<file path="config.mk">
export PLATFORM = sky130hd
export DESIGN_NAME = stage_mem_row
export DESIGN_NICKNAME = d
export VERILOG_FILES = /design/src/rtl/stage_mem_row.sv
export SDC_FILE = /design/constraint.sdc
export NUM_CORES = 1
export LEC_CHECK = 0
export ABC_CLOCK_PERIOD_IN_PS = 1620
export BUFFER_PORTS_ARGS = -buffer_cell sky130_fd_sc_hd__buf_4
export CORE_AREA = 3 3 244 246
export CTS_BUF_LIST = sky130_fd_sc_hd__clkbuf_4
export CTS_CLUSTER_SIZE = 24
export DETAILED_ROUTE_END_ITERATION = 8
export DIE_AREA = 0 0 247 249
export HOLD_SLACK_MARGIN = 0.1
export PLACE_DENSITY = 0.37
export SLEW_MARGIN = 30
export SYNTH_ARGS = -nofsm -noshare
export SYNTH_HDL_FRONTEND = slang
export SYNTH_SLANG_ARGS = --single-unit
</file>
<file path="constraint.sdc">
create_clock -name clk -period 1.62 [get_ports clk]
set_input_delay 0.243 -clock clk [delete_from_list [all_inputs] [get_ports clk]]
set_output_delay 0.243 -clock clk [all_outputs]
set_load 0.005 [all_outputs]
</file>
<file path="src/rtl/stage_mem_row.sv">
// stage_mem_row: MEM stage that runs scalar and matrix-row accesses over a word-serial req/gnt/rvalid bus.
// Optional feature macro MEM_ROW_XFER_EN: multi-beat row transfers; when undefined, row accesses take the fault path.
module stage_mem_row #(
    parameter int LANES  = 4,
    parameter int ADDR_W = 32
) (
    input  logic                  clk,
    input  logic                  rst,
    input  logic                  me_valid,
    input  logic                  me_mem_read,
    input  logic                  me_mem_write,
    input  logic [2:0]            me_func3_code,
    input  logic [1:0]            me_w_select,
    input  logic [ADDR_W-1:0]     me_alu_o,
    input  logic [4:0]            me_rs2,
    input  logic [31:0]           me_regs_data2,
    input  logic [32*LANES-1:0]   me_matrix_data2,
    input  logic                  forward_data,
    input  logic [1:0]            wb_w_select,
    input  logic [31:0]           w_regs_data,
    input  logic [32*LANES-1:0]   w_matrix_data,
    output logic                  mem_req,
    output logic                  mem_we,
    output logic [ADDR_W-1:0]     mem_addr,
    output logic [3:0]            mem_be,
    output logic [31:0]           mem_wdata,
    input  logic                  mem_gnt,
    input  logic                  mem_rvalid,
    input  logic [31:0]           mem_rdata,
    output logic                  me_stall,
    output logic                  me_done,
    output logic                  me_misalign,
    output logic [31:0]           me_mem_data,
    output logic [32*LANES-1:0]   me_row_data
);
    localparam int BW = $clog2(LANES);

    typedef enum logic [1:0] {IDLE, ISSUE, WAIT_R, RESP} state_t;

    state_t             state_q, state_d;
    logic [ADDR_W-1:0]  addr_q, addr_d;
    logic [2:0]         func3_q, func3_d;
    logic               is_st_q, is_st_d;
    logic               fault_q, fault_d;
    logic [31:0]        mem_data_q, mem_data_d;

    logic [LANES-1:0][31:0] w_mat;
    logic [31:0]        st_scalar, st_word, ld_shift, ld_word;
    logic               is_row_in, acc_in, mis_in, last_beat, row_cur;
    logic [ADDR_W-3:0]  beat_ext;
    logic               unused_in;

    assign w_mat     = w_matrix_data;
    assign is_row_in = (me_w_select == 2'b11);
    assign acc_in    = me_valid & (me_mem_read | me_mem_write);

`ifdef MEM_ROW_XFER_EN
    logic                   is_row_q, is_row_d;
    logic [BW-1:0]          beat_q, beat_d;
    logic [LANES-1:0][31:0] wdata_q, wdata_d, lbuf_q, lbuf_d, row_q, row_d, st_row;

    assign row_cur   = is_row_q;
    assign last_beat = !is_row_q || (beat_q == BW'(LANES - 1));
    assign beat_ext  = (ADDR_W-2)'(beat_q);
    assign st_word   = is_row_q ? wdata_q[beat_q] : wdata_q[0];
    assign me_row_data = row_q;
    assign unused_in = ^me_rs2[4:BW];
`else
    logic [31:0] wdata_q, wdata_d;

    assign row_cur   = 1'b0;
    assign last_beat = 1'b1;
    assign beat_ext  = '0;
    assign st_word   = wdata_q;
    assign me_row_data = '0;
    assign unused_in = ^{me_rs2[4:BW], me_matrix_data2};
`endif

    // Forwarded write-back data wins over the register-file operand.
    always_comb begin
        st_scalar = me_regs_data2;
        if (forward_data)
            st_scalar = (wb_w_select == 2'b11) ? w_mat[me_rs2[BW-1:0]] : w_regs_data;
`ifdef MEM_ROW_XFER_EN
        st_row = me_matrix_data2;
        if (forward_data && wb_w_select == 2'b11)
            st_row = w_mat;
`endif
    end

    always_comb begin
        case (me_func3_code[1:0])
            2'b01:   mis_in = me_alu_o[0];
            2'b10:   mis_in = |me_alu_o[1:0];
            default: mis_in = 1'b0;
        endcase
`ifdef MEM_ROW_XFER_EN
        if (is_row_in) mis_in = |me_alu_o[1:0];
`else
        if (is_row_in) mis_in = 1'b1;
`endif
    end

    assign ld_shift = mem_rdata >> {addr_q[1:0], 3'b000};

    always_comb begin
        case (func3_q)
            3'b000:  ld_word = {{24{ld_shift[7]}}, ld_shift[7:0]};
            3'b001:  ld_word = {{16{ld_shift[15]}}, ld_shift[15:0]};
            3'b100:  ld_word = {24'h0, ld_shift[7:0]};
            3'b101:  ld_word = {16'h0, ld_shift[15:0]};
            default: ld_word = ld_shift;
        endcase
    end

    always_comb begin
        state_d    = state_q;
        addr_d     = addr_q;
        func3_d    = func3_q;
        is_st_d    = is_st_q;
        fault_d    = fault_q;
        mem_data_d = mem_data_q;
        wdata_d    = wdata_q;
`ifdef MEM_ROW_XFER_EN
        is_row_d   = is_row_q;
        beat_d     = beat_q;
        lbuf_d     = lbuf_q;
        row_d      = row_q;
`endif
        case (state_q)
            IDLE: if (acc_in) begin
                addr_d  = me_alu_o;
                func3_d = me_func3_code;
                is_st_d = me_mem_write;
                fault_d = mis_in;
                state_d = mis_in ? RESP : ISSUE;
`ifdef MEM_ROW_XFER_EN
                is_row_d = is_row_in;
                beat_d   = '0;
                wdata_d  = is_row_in ? st_row : {{(LANES-1)*32{1'b0}}, st_scalar};
`else
                wdata_d  = st_scalar;
`endif
            end
            ISSUE: if (mem_gnt) begin
                if (!is_st_q)
                    state_d = WAIT_R;
                else if (last_beat)
                    state_d = RESP;
`ifdef MEM_ROW_XFER_EN
                else
                    beat_d = beat_q + 1'b1;
`endif
            end
            WAIT_R: if (mem_rvalid) begin
`ifdef MEM_ROW_XFER_EN
                if (is_row_q) begin
                    lbuf_d[beat_q] = mem_rdata;
                    if (last_beat) row_d = lbuf_d;
                end else
                    mem_data_d = ld_word;
                if (!last_beat) begin
                    beat_d  = beat_q + 1'b1;
                    state_d = ISSUE;
                end else
                    state_d = RESP;
`else
                mem_data_d = ld_word;
                state_d    = RESP;
`endif
            end
            default: state_d = IDLE;
        endcase
    end

    always_ff @(posedge clk or negedge rst) begin
        if (!rst) begin
            state_q    <= IDLE;
            addr_q     <= '0;
            func3_q    <= '0;
            is_st_q    <= 1'b0;
            fault_q    <= 1'b0;
            mem_data_q <= '0;
            wdata_q    <= '0;
        end else begin
            state_q    <= state_d;
            addr_q     <= addr_d;
            func3_q    <= func3_d;
            is_st_q    <= is_st_d;
            fault_q    <= fault_d;
            mem_data_q <= mem_data_d;
            wdata_q    <= wdata_d;
        end
    end

`ifdef MEM_ROW_XFER_EN
    always_ff @(posedge clk or negedge rst) begin
        if (!rst) begin
            is_row_q <= 1'b0;
            beat_q   <= '0;
            lbuf_q   <= '0;
            row_q    <= '0;
        end else begin
            is_row_q <= is_row_d;
            beat_q   <= beat_d;
            lbuf_q   <= lbuf_d;
            row_q    <= row_d;
        end
    end
`endif

    // Bus fields are pure decodes of held registers, so they stay put while gnt is low.
    always_comb begin
        mem_req   = (state_q == ISSUE);
        mem_we    = mem_req & is_st_q;
        mem_addr  = '0;
        mem_be    = 4'h0;
        mem_wdata = 32'h0;
        if (mem_req) begin
            mem_addr = {addr_q[ADDR_W-1:2] + beat_ext, 2'b00};
            mem_be   = 4'hF;
            if (is_st_q) begin
                mem_wdata = st_word;
                if (!row_cur) begin
                    case (func3_q[1:0])
                        2'b00: begin
                            mem_be    = 4'b0001 << addr_q[1:0];
                            mem_wdata = {4{st_word[7:0]}};
                        end
                        2'b01: begin
                            mem_be    = 4'b0011 << {addr_q[1], 1'b0};
                            mem_wdata = {2{st_word[15:0]}};
                        end
                        default: ;
                    endcase
                end
            end
        end
    end

    assign me_stall    = acc_in & (state_q != RESP);
    assign me_done     = (state_q == RESP);
    assign me_misalign = (state_q == RESP) & fault_q;
    assign me_mem_data = mem_data_q;

endmodule
</file>
==> results of run 1 <==
## flip-flops by register name, summed over array words and instances (netlist names)
signal and flops:
addr_q 32, me_mem_data 32, st_word 32, func3_q 3
state_q 2, fault_q 1, is_st_q 1
## cells in the final DEF (no fill, tap or decap), types with 4 or more instances in the layout
cell             n
conb_1         130
nor2_1          20
o21ai_2         15
diode_2          7
mux2_1           5
clkbuf_16        8
dlygate4sd3_1  185
buf_16           4
and3_4           8
nand2_1        191
ha_4             4
a21oi_1         13
buf_6           43
a21oi_2         15
nor2_2           9
mux4_2          32
a221o_1         16
inv_2            4
a31oi_1         28
mux2i_1         24
inv_1            4
mux2i_4          8
o21ai_4          7
buf_4          432
and2_1          25
or3_4           22
clkbuf_4        10
a21oi_4          6
o2bb2ai_1        7
dfrtp_1        100
o21ai_1         29
nand2_2         10
buf_12          32
or3_1           11
nor2_4          16
and2_4          11
## worst register-to-register path, cell delays in order (launching register included)
cell      delay [ns]
dfrtp_1         0.44
buf_4           0.15
inv_4           0.07
ha_4            0.14
o211ai_1        0.10
buf_6           0.15
buf_12          0.15
buf_4           0.14
or3_4           0.35
o21ai_2         0.07
a31oi_1         0.05
## power breakdown
| part | internal [uW] | switching [uW] |
|---|---|---|
| Sequential | 3770 | 1080 |
| Clock | 344 | 1130 |
| Combinational | 6880 | 6030 |
| Total | 11000 | 8240 |
## metrics by stage
step	setup slack, ns	cells	util	hold WS (ns)
finish	-0.574	2303	0.265	0.167
global route	-0.706	2301	0.265	0.115
CTS	-0.661	2266	0.252	0.103
detailed placement	-0.385	2042	0.200	0.236
global placement	-0.358	2042	0.200	0.237
floorplan	-0.0286	1001	-	-0.0526
## cell type report
type	count	area, um2
timing repair buffer	707	6580
multi-input combinational	696	5000
clock inverter	6	45.0
antenna	7	17.5
clock buffer	10	75.1
inverter	9	36.3
sequential	103	2580
fill	6220	42300
tap	765	957
## how the worst max path moves through the flow
stage | from | to | slack, ns | depth (start not counted)
after global routing | state_q[1] | mem_wdata[10] | -0.71 | 7
after floorplan | state_q[0] | me_mem_data[24] | -0.03 | 7
after detailed placement | state_q[0] | st_word[31] | -0.38 | 8
after global placement | state_q[0] | st_word[1] | -0.36 | 7
final | state_q[1] | mem_wdata[13] | -0.57 | 7
after CTS | state_q[1] | mem_wdata[10] | -0.66 | 7
## logic make-up (layout without fill, tap and decap cells)
logic type                 Yosys count  after routing  share of synthesized area
other                                1            137                   0.000496
DFF                                103            103                      0.341
adders and majority gates            6              6                    0.00993
buffers and inverters              202            732                      0.174
and+or+nand+nor                    337            337                      0.200
AOI/OAI and AO/OA                  149            149                      0.122
muxes                               74             74                      0.153
## per-layer routing
layer,track usage,up-vias,part of all wire
met5,0,-,0.00045
met4,0.0320,4,0.012
met3,0.0283,36,0.058
met2,0.243,380,0.48
met1,0.186,4188,0.45
li1,-,4052,-
## repair_timing
item | CTS | global route
hold buffers | 185 | 0
resized for setup | 212 | 92
endpoints found under the setup margin | 160 | 171
gates cloned | 4 | 9
setup buffers | 25 | 23
endpoints found under the hold margin | 204 | 0
pin swaps | 26 | 12
==> qor.csv, run 1 <==
stage,metric,value,unit
status,outcome,finished with violations,
status,failing checks,negative setup slack,
floorplanning,Core ar.,57600,um2
finish,synth-to-layout area growth,102,%
global_route,grt ovf,0,
timing,Final TNS setup,-51.10,ns
setup_path,crit-path cells,inv_2 -> ha_4 -> nand2_4 -> buf_12 -> buf_12 -> a21oi_4 -> buf_6,
min_path,Min-Delay Path Depth,5,
setup_path,critical path buffer and inverter count,4,
clock_network,Sink Count,103,
finish,share of cells above drive strength 1,0.475,
detailed_routing,vias after detailed routing,8660,
synth,asr flop ratio synth,1.00,
timing,Slew @ Worst Pin,0.684,ns
detailed_routing,1st-iter DRT viols,320,
floorplanning,Initial Util,0.131,
floorplanning,row count,88,
timing,RSZ-0062 raised after global routing,yes,
clock_network,clk buf depth,2,
synth,Post-synth top cells,"nand2_1 (203), buf_4 (134), dfrtp_1 (103)",
power_and_ir_drop,overall power consumption,19200,uW
setup_path,Startpoint Class,flop,
place,DP Wirelength,36200,um
synth,leading area contributor after synthesis,dfrtp_1,
timing,Slew HR,0.542,
place,Post-DP Area,11500,um2
setup_path,Slowest cell on crit path,dfrtp_1,
setup_path,R2R cell count,10,
clock_network,CTS Buf Count,9,
setup_path,FF-to-FF End,st_word[26],
detailed_routing,Routed WL per cell,20.3,um
synth,"count leader, synth",nand2_1,
timing,Final WS setup,-0.574,ns
synth,Post-synth EDFFs,0,
global_route,initial antenna violation count,10,
clock_network,H-tree levels,3,
timing,Max Clock Freq,0.456,GHz
synth,Yosys Warn Count,0,
clock_network,clk_lat worst skew,0.59,ns
synth,ys flop type,dfrtp_1,
clock_network,clock-pin slew on the worst setup and hold paths,0.20,ns
power_and_ir_drop,Leak,0.00703,uW
setup_path,R2R Path Start,state_q[0],
floorplanning,Die ar.,61500,um2
setup_path,Register-to-Register Setup Slack,-0.30,ns
setup_path,"delay-heaviest family, CP",buffers and inverters,
timing,Tmin final,2.19,ns
global_route,GRT Util Overall,0.143,
timing,Final setup viols,151,
setup_path,cell mode on critical path,buf_12,
floorplanning,Die Ht,249,um
setup_path,CP endpoint kind,output pin,
timing,Final Hold Viols,0,
detailed_routing,Via-to-Cell Ratio,3.76,
synth,distinct cell type count of the synthesized netlist,42,
timing,Final period util,1.35,
detailed_routing,DRC viols,0,
global_route,first-pass GRT wire length,63100,um
detailed_routing,Post-Route WL,46700,um
setup_path,"Req. time, crit path",1.38,ns
finish,Final nets,1936,
place,PortBufs,375,
power_and_ir_drop,Max VDD drop,0.436,mV
min_path,hold crit path type,in2reg,
floorplanning,Die W,247,um
synth,top-area cell type share of the netlist area,0.341,
place,routability cong.,0.851,
setup_path,Worst Path Arrival,1.95,ns
synth,syn_area_per_cell,8.67,um2
setup_path,critical path class,reg2out,
global_route,largest net degree at the start of global routing,33,
detailed_routing,post-route antenna net violation count,0,
synth,sequential cell area fraction in the yosys report,0.341,
setup_path,largest fanout on the critical path,8,
min_path,worst hold start,wb_w_select[1],
clock_network,Root Buffer,clkbuf_4,
synth,Synth Cell Area,7560,um2
power_and_ir_drop,power density cells,1260,nW/um2
global_route,vias in the first global route,8961,
detailed_routing,DRT Pass-1 Iters,5,
timing,Clock Skew,0.0289,ns
finish,Final Cell Area,15300,um2
run,MaxCap Viol Count,0,
floorplanning,IO Pins,637,
synth,top post-synthesis cells by area,"dfrtp_1 (34%), buf_4 (13%), nand2_1 (10%)",
clock_network,TritonCTS clock tree,yes,
setup_path,worst stage delay on the critical path,0.44,ns
synth,synthesized flop and latch total,103,
synth,Syn Inst Count,872,
timing,pins over their slew limit,0,
min_path,hold endpoint,st_word[14],
Note: power is estimated with default switching activity, not from simulation.
==> inputs of run 2 (changes only) <==
ABC_AREA = 1   (was not set)
CORE_AREA = 3 3 245 247   (was 3 3 244 246)
DIE_AREA = 0 0 248 250   (was 0 0 247 249)
PLACE_DENSITY = 0.39   (was 0.37)
==> qor.csv, run 2 <==
stage,metric,value,unit,change
power_and_ir_drop,switching fraction of total power,0.463,,+0.0348
synth,Post-synth EDFFs,0,,unchanged
synth,distinct cell type count of the synthesized netlist,29,,-31%
status,outcome,finished with violations,,
timing,RSZ-0062 raised after global routing,yes,,
synth,asr flop ratio synth,1.00,,unchanged
place,PortBufs,375,,unchanged
detailed_routing,1st-iter DRT viols,340,,+6.3%
finish,synth-to-layout area growth,91.8,%,
power_and_ir_drop,sequential share of power,0.248,,-0.004
timing,Slew @ Worst Pin,0.527,ns,-0.157 ns
timing,pins over their slew limit,0,,unchanged
setup_path,largest fanout on the critical path,8,,unchanged
power_and_ir_drop,Leak,0.00856,uW,+22%
timing,Tmin final,2.27,ns,+0.0808 ns
power_and_ir_drop,Comb pwr share,0.674,,+0.003
setup_path,"Req. time, crit path",1.38,ns,about the same
global_route,vias in the first global route,10600,,+19%
synth,top post-synthesis cells by area,"dfrtp_1 (30%), nand2_1 (23%), buf_4 (12%)",,
synth,syn_area_per_cell,6.22,um2,-28%
power_and_ir_drop,power density cells,1210,nW/um2,-4.1%
timing,Max Clock Freq,0.440,GHz,-3.6%
clock_network,Sink Count,103,,unchanged
floorplanning,IO Pins,637,,unchanged
finish,Final nets,2398,,+24%
synth,"count leader, synth",nand2_1,,
place,routability cong.,0.829,,-2.6%
setup_path,Register-to-Register Setup Slack,-0.21,ns,+0.09 ns
timing,Slew HR,0.647,,+0.105
status,failing checks,negative setup slack,,
setup_path,Worst Path Arrival,2.03,ns,+0.08 ns
clock_network,clk_lat worst skew,0.58,ns,about the same
setup_path,critical path class,reg2out,,
floorplanning,Die W,248,um,+0.40%
setup_path,Startpoint Class,flop,,
floorplanning,Initial Util,0.147,,+0.0159
setup_path,CP endpoint kind,output pin,,
floorplanning,Core ar.,57800,um2,+0.38%
detailed_routing,Routed WL per cell,16.3,um,-20%
timing,Final WS setup,-0.655,ns,-0.0808 ns
timing,Clock Skew,0.0260,ns,-0.00291 ns
run,MaxCap Viol Count,0,,unchanged
min_path,worst hold start,me_w_select[0],,
global_route,GRT Util Overall,0.139,,-0.00438
clock_network,H-tree levels,3,,unchanged
detailed_routing,Via-to-Cell Ratio,3.75,,-0.28%
synth,ys flop type,dfrtp_1,,
floorplanning,Die ar.,62000,um2,+0.81%
power_and_ir_drop,Net Switching,9130,uW,+11%
synth,sequential cell area fraction in the yosys report,0.303,,-0.0380
place,DP Wirelength,34600,um,-4.4%
synth,synthesized flop and latch total,103,,unchanged
global_route,first-pass GRT wire length,64300,um,+1.8%
synth,Syn Inst Count,1368,,+57%
clock_network,CTS Buf Count,9,,unchanged
min_path,hold crit path type,in2reg,,
finish,share of cells above drive strength 1,0.398,,-0.0770
finish,"commonest non-fill, non-tap cell in the layout",nand2_1,,
detailed_routing,DRT Pass-1 Iters,5,,unchanged
detailed_routing,Post-Route WL,45000,um,-3.5%
power_and_ir_drop,overall power consumption,19700,uW,+2.4%
setup_path,R2R Path Start,state_q[0],,
synth,Yosys Warn Count,0,,unchanged
detailed_routing,vias after detailed routing,10400,,+20%
finish,"commonest non-fill, non-tap cells in the layout","nand2_1 (437), buf_4 (419), dlygate4sd3_1 (169), conb_1 (130), inv_1 (115)",,
global_route,grt ovf,0,,unchanged
detailed_routing,post-route antenna net violation count,0,,unchanged
synth,top-area cell type share of the netlist area,0.303,,-0.0380
floorplanning,Die Ht,250,um,+0.40%
timing,Final setup viols,172,,+14%
clock_network,clock-pin slew on the worst setup and hold paths,0.21,ns,about the same
clock_network,Root Buffer,clkbuf_4,,
clock_network,clk buf depth,2,,unchanged
global_route,initial antenna violation count,2,,-8
power_and_ir_drop,Max VDD drop,0.506,mV,+16%
synth,leading area contributor after synthesis,dfrtp_1,,
timing,Final period util,1.40,,+0.0499
min_path,hold endpoint,fault_q,,
synth,Post-synth top cells,"nand2_1 (522), inv_1 (139), buf_4 (138)",,
floorplanning,row count,88,,unchanged
power_and_ir_drop,P_int,10600,uW,-3.8%
power_and_ir_drop,Clk pwr share,0.078,,about the same
clock_network,TritonCTS clock tree,yes,,
detailed_routing,DRC viols,0,,unchanged
setup_path,FF-to-FF End,addr_q[26],,
min_path,Min-Delay Path Depth,5,,unchanged
timing,Final Hold Viols,0,,unchanged
synth,Synth Cell Area,8510,um2,+13%
global_route,largest net degree at the start of global routing,58,,+76%
place,Post-Place Worst Slack,-0.447,ns,-0.0623 ns
setup_path,R2R cell count,11,,+1
run 2: cell types whose count changed after synthesis, sizes merged, moves of 27 or more:
| cell | delta |
|---|---|
| nor2 | +62 |
| or3 | -33 |
| a21oi | +55 |
| nand3 | +118 |
| a31oi | -32 |
| mux2i | -33 |
| mux4 | -32 |
| nand2 | +323 |
| and2 | -37 |
| o21ai | -27 |
| inv | +137 |
run 2: final cells by class:
| class | instances | area [um2] |
|---|---|---|
| multi-input combinational | 1044 | 5670 |
| antenna | 5 | 12.5 |
| tap | 765 | 957 |
| fill | 6357 | 41500 |
| sequential | 103 | 2580 |
| inverter | 146 | 582 |
| clock inverter | 7 | 67.6 |
| clock buffer | 9 | 67.6 |
| timing repair buffer | 684 | 6380 |
run 2: worst max path at each step:
stage	from	endpoint	slack, ns
after floorplan	state_q[1]	mem_wdata[10]	0.04
after global placement	state_q[1]	mem_wdata[19]	-0.46
after detailed placement	state_q[1]	mem_wdata[22]	-0.45
after CTS	state_q[1]	mem_wdata[9]	-0.76
after global routing	func3_q[0]	mem_wdata[26]	-0.84
final	state_q[1]	mem_wdata[9]	-0.65
run 2: cells by family after synthesis:
| logic type | after synthesis | synth area share |
|---|---|---|
| other | 1 | 0.000441 |
| AO/OA/AOI/OAI | 130 | 0.0806 |
| buffers and inverters | 350 | 0.225 |
| AND/OR/NAND/NOR | 778 | 0.382 |
| flip-flops | 103 | 0.303 |
| adder cells (fa/ha/maj) | 6 | 0.00882 |
run 2: timing repair:
action / 4_1_cts / 5_1_grt
buffers inserted: 26 / 18
endpoints found under the setup margin: 151 / 169
hold buffers: 170 / 0
endpoints found under the hold margin: 204 / 0
gates cloned: 11 / 6
pin swaps: 17 / 56
resized for setup: 185 / 255
run 2: layer usage:
| layer | track usage | vias up | wire (um) |
|---|---|---|---|
| li1 | - | 5183 | - |
| met1 | 0.174 | 4784 | 19200 |
| met2 | 0.235 | 372 | 21700 |
| met3 | 0.0396 | 22 | 3400 |
| met4 | 0.0292 | 0 | 733 |
| met5 | 0 | - | 0 |
run 2: power groups by stage:
stage                     clock network, uW  logic (uW)  registers (uW)
final                                  1530       13300            4890
after floorplan                           0        5050            4410
after global placement                    0        9600            4820
after global routing                   1750       14600            5070
after detailed placement                  0        9630            4840
after CTS                              1680       12000            4870
run 2: worst max-delay path, stage by stage, from the launching register on:
cell and delay (ns):
dfrtp_1 0.45, inv_2 0.09, ha_4 0.17, nand2_8 0.07, inv_8 0.08, buf_8 0.13, o21ai_4 0.06, a21oi_2 0.15
buf_4 0.15, buf_6 0.09
run 2: stage by stage:
| stage | hold slack (ns) | TNS, ns | utilization | cell area [um2] | cells |
|---|---|---|---|---|---|
| 2_1_floorplan | -0.0526 | 0 | - | 9000 | 1497 |
| 3_3_place_gp | 0.271 | -9.80 | 0.213 | 12300 | 2523 |
| 3_5_place_dp | 0.266 | -12.17 | 0.213 | 12300 | 2523 |
| 4_1_cts | 0.106 | -56.17 | 0.265 | 15300 | 2744 |
| 5_1_grt | 0.126 | -67.32 | 0.282 | 16300 | 2760 |
| 6_report | 0.189 | -48.66 | 0.282 | 16300 | 2763 |
==> inputs of run 3 (changes only) <==
CTS_BUF_LIST = not set   (was sky130_fd_sc_hd__clkbuf_4)
CTS_CLUSTER_SIZE = 30   (was 24)
==> qor.csv, run 3 (synthesis gave the netlist of run 2 again) <==
stage,metric,value,unit,change
power_and_ir_drop,power density cells,1340,nW/um2,+11%
floorplanning,IO Pins,637,,unchanged
setup_path,"Req. time, crit path",1.38,ns,about the same
global_route,first-pass GRT wire length,62200,um,-3.2%
finish,Final nets,2255,,-6.0%
timing,Slew @ Worst Pin,0.618,ns,+0.0905 ns
finish,sequential cell area,2580,um2,unchanged
detailed_routing,DRC viols,0,,unchanged
detailed_routing,DRT Pass-1 Iters,7,,+2
global_route,largest net degree at the start of global routing,58,,unchanged
power_and_ir_drop,Max VDD drop,0.596,mV,+18%
floorplanning,Core ar.,57800,um2,unchanged
timing,Final TNS setup,-28.18,ns,+20.48 ns
floorplanning,Die W,248,um,unchanged
place,PortBufs,375,,unchanged
timing,RSZ-0062 raised after global routing,yes,,
detailed_routing,Routed WL per cell,16.6,um,+1.8%
floorplanning,Die ar.,62000,um2,unchanged
detailed_routing,Post-Route WL,43400,um,-3.6%
power_and_ir_drop,Leak,0.00790,uW,-7.6%
clock_network,clk buf depth,2,,unchanged
timing,Max Clock Freq,0.490,GHz,+11%
setup_path,largest fanout on the critical path,4,,-4
setup_path,Worst Path Arrival,1.80,ns,-0.23 ns
clock_network,CTS Buf Count,9,,unchanged
timing,Final period util,1.26,,-0.143
timing,pins over their slew limit,0,,unchanged
global_route,vias in the first global route,10000,,-6.0%
finish,synth-to-layout area growth,72.3,%,
global_route,initial antenna violation count,0,,-2
finish,share of cells above drive strength 1,0.377,,-0.0206
detailed_routing,post-route antenna net violation count,0,,unchanged
timing,Final WS setup,-0.423,ns,+0.232 ns
min_path,hold crit path type,in2reg,,
clock_network,Sink Count,103,,unchanged
timing,Final Hold Viols,0,,unchanged
setup_path,Register-to-Register Setup Slack,-0.22,ns,about the same
power_and_ir_drop,overall power consumption,19600,uW,-0.39%
detailed_routing,1st-iter DRT viols,308,,-9.4%
finish,Fill cells,6508,,+2.4%
finish,antenna diode count,0,,-5
place,DP Wirelength,34600,um,unchanged
global_route,GRT Util Overall,0.135,,-0.00379
finish,"commonest non-fill, non-tap cells in the layout","nand2_1 (503), buf_4 (434), inv_1 (131), conb_1 (130)",,
place,routability cong.,0.829,,unchanged
clock_network,clk_lat worst skew,0.38,ns,-0.20 ns
detailed_routing,Via-to-Cell Ratio,3.74,,-0.21%
clock_network,Root Buffer,clkbuf_16,,
timing,Tmin final,2.04,ns,-0.232 ns
clock_network,H-tree levels,3,,unchanged
finish,"commonest non-fill, non-tap cell in the layout",nand2_1,,
finish,"Cell Count, Final, Fillers Out",2615,,-5.4%
run,MaxCap Viol Count,0,,unchanged
status,failing checks,negative setup slack,,
setup_path,critical path class,reg2out,,
detailed_routing,vias after detailed routing,9785,,-5.6%
setup_path,CP endpoint kind,output pin,,
timing,Final setup viols,140,,-19%
clock_network,TritonCTS clock tree,yes,,
timing,Slew HR,0.588,,-0.0596
status,outcome,finished with violations,,
place,Post-Place Worst Slack,-0.447,ns,unchanged
floorplanning,Die Ht,250,um,unchanged
global_route,grt ovf,0,,unchanged
floorplanning,Initial Util,0.147,,unchanged
place,# placed instances,2523,,unchanged
setup_path,Startpoint Class,flop,,
timing,WHS,0.133,ns,-0.0554 ns
clock_network,clock-pin slew on the worst setup and hold paths,0.08,ns,-0.13 ns
timing,Clock Skew,0.00923,ns,-0.0168 ns
finish,multi-input logic area,5330,um2,-6.0%
floorplanning,row count,88,,unchanged
==> run 3: stage by stage <==
step | instance area (um2) | util
final | 14700 | 0.254
after detailed placement | 12300 | 0.213
after floorplan | 9000 | -
after CTS | 14100 | 0.243
after global routing | 14700 | 0.254
after global placement | 12300 | 0.213
==> run 3: repair_timing <==
item | 4_1_cts | 5_1_grt
endpoints found under the setup margin | 140 | 168
setup buffers | 22 | 10
cloned | 12 | 3
pin swaps | 16 | 13
hold endpoints to repair | 55 | 0
resized for setup | 173 | 115
hold buffers | 33 | 0
==> run 3: layer usage <==
metal	GRT usage	part of all wire
met1	0.169	0.43
met2	0.227	0.48
met3	0.0448	0.083
met4	0.0215	0.011
met5	0	0
==> run 3: worst paths after layout <==
| check | from | to | cells after the start |
|---|---|---|---|
| max in group asynchronous | rst | addr_q[0] | 3 |
| worst min register to register | me_mem_data[2] | me_mem_data[2] | 2 |
| worst max register to register | state_q[0] | st_word[26] | 11 |
| min in group asynchronous | rst | me_mem_data[23] | 2 |
| worst min-delay path | me_alu_o[0] | addr_q[0] | 3 |
| worst max-delay path | state_q[1] | mem_wdata[28] | 8 |
==> run 3: where the power goes <==
group	switching, uW	total [uW]	internal, uW
Clock	1270	2350	1090
Combinational	6410	12400	5990
Sequential	1070	4880	3810
Total	8750	19600	10900
==> run 3: cell type report <==
type | instances | share of cell area
Multi-Input combinational cell | 1044 | 0.364
Timing Repair Buffer | 541 | 0.335
Sequential cell | 103 | 0.176
Tap cell | 765 | 0.0653
Inverter | 146 | 0.0400
Clock buffer | 9 | 0.0154
Clock inverter | 7 | 0.00461
==> run 3: worst max-delay path, stage by stage, from the launching register on <==
cell     delay, ns
dfrtp_1       0.41
inv_2         0.09
ha_4          0.17
nand2_8       0.07
buf_4         0.15
o21ai_2       0.12
buf_6         0.12
o211a_4       0.16
buf_4         0.11
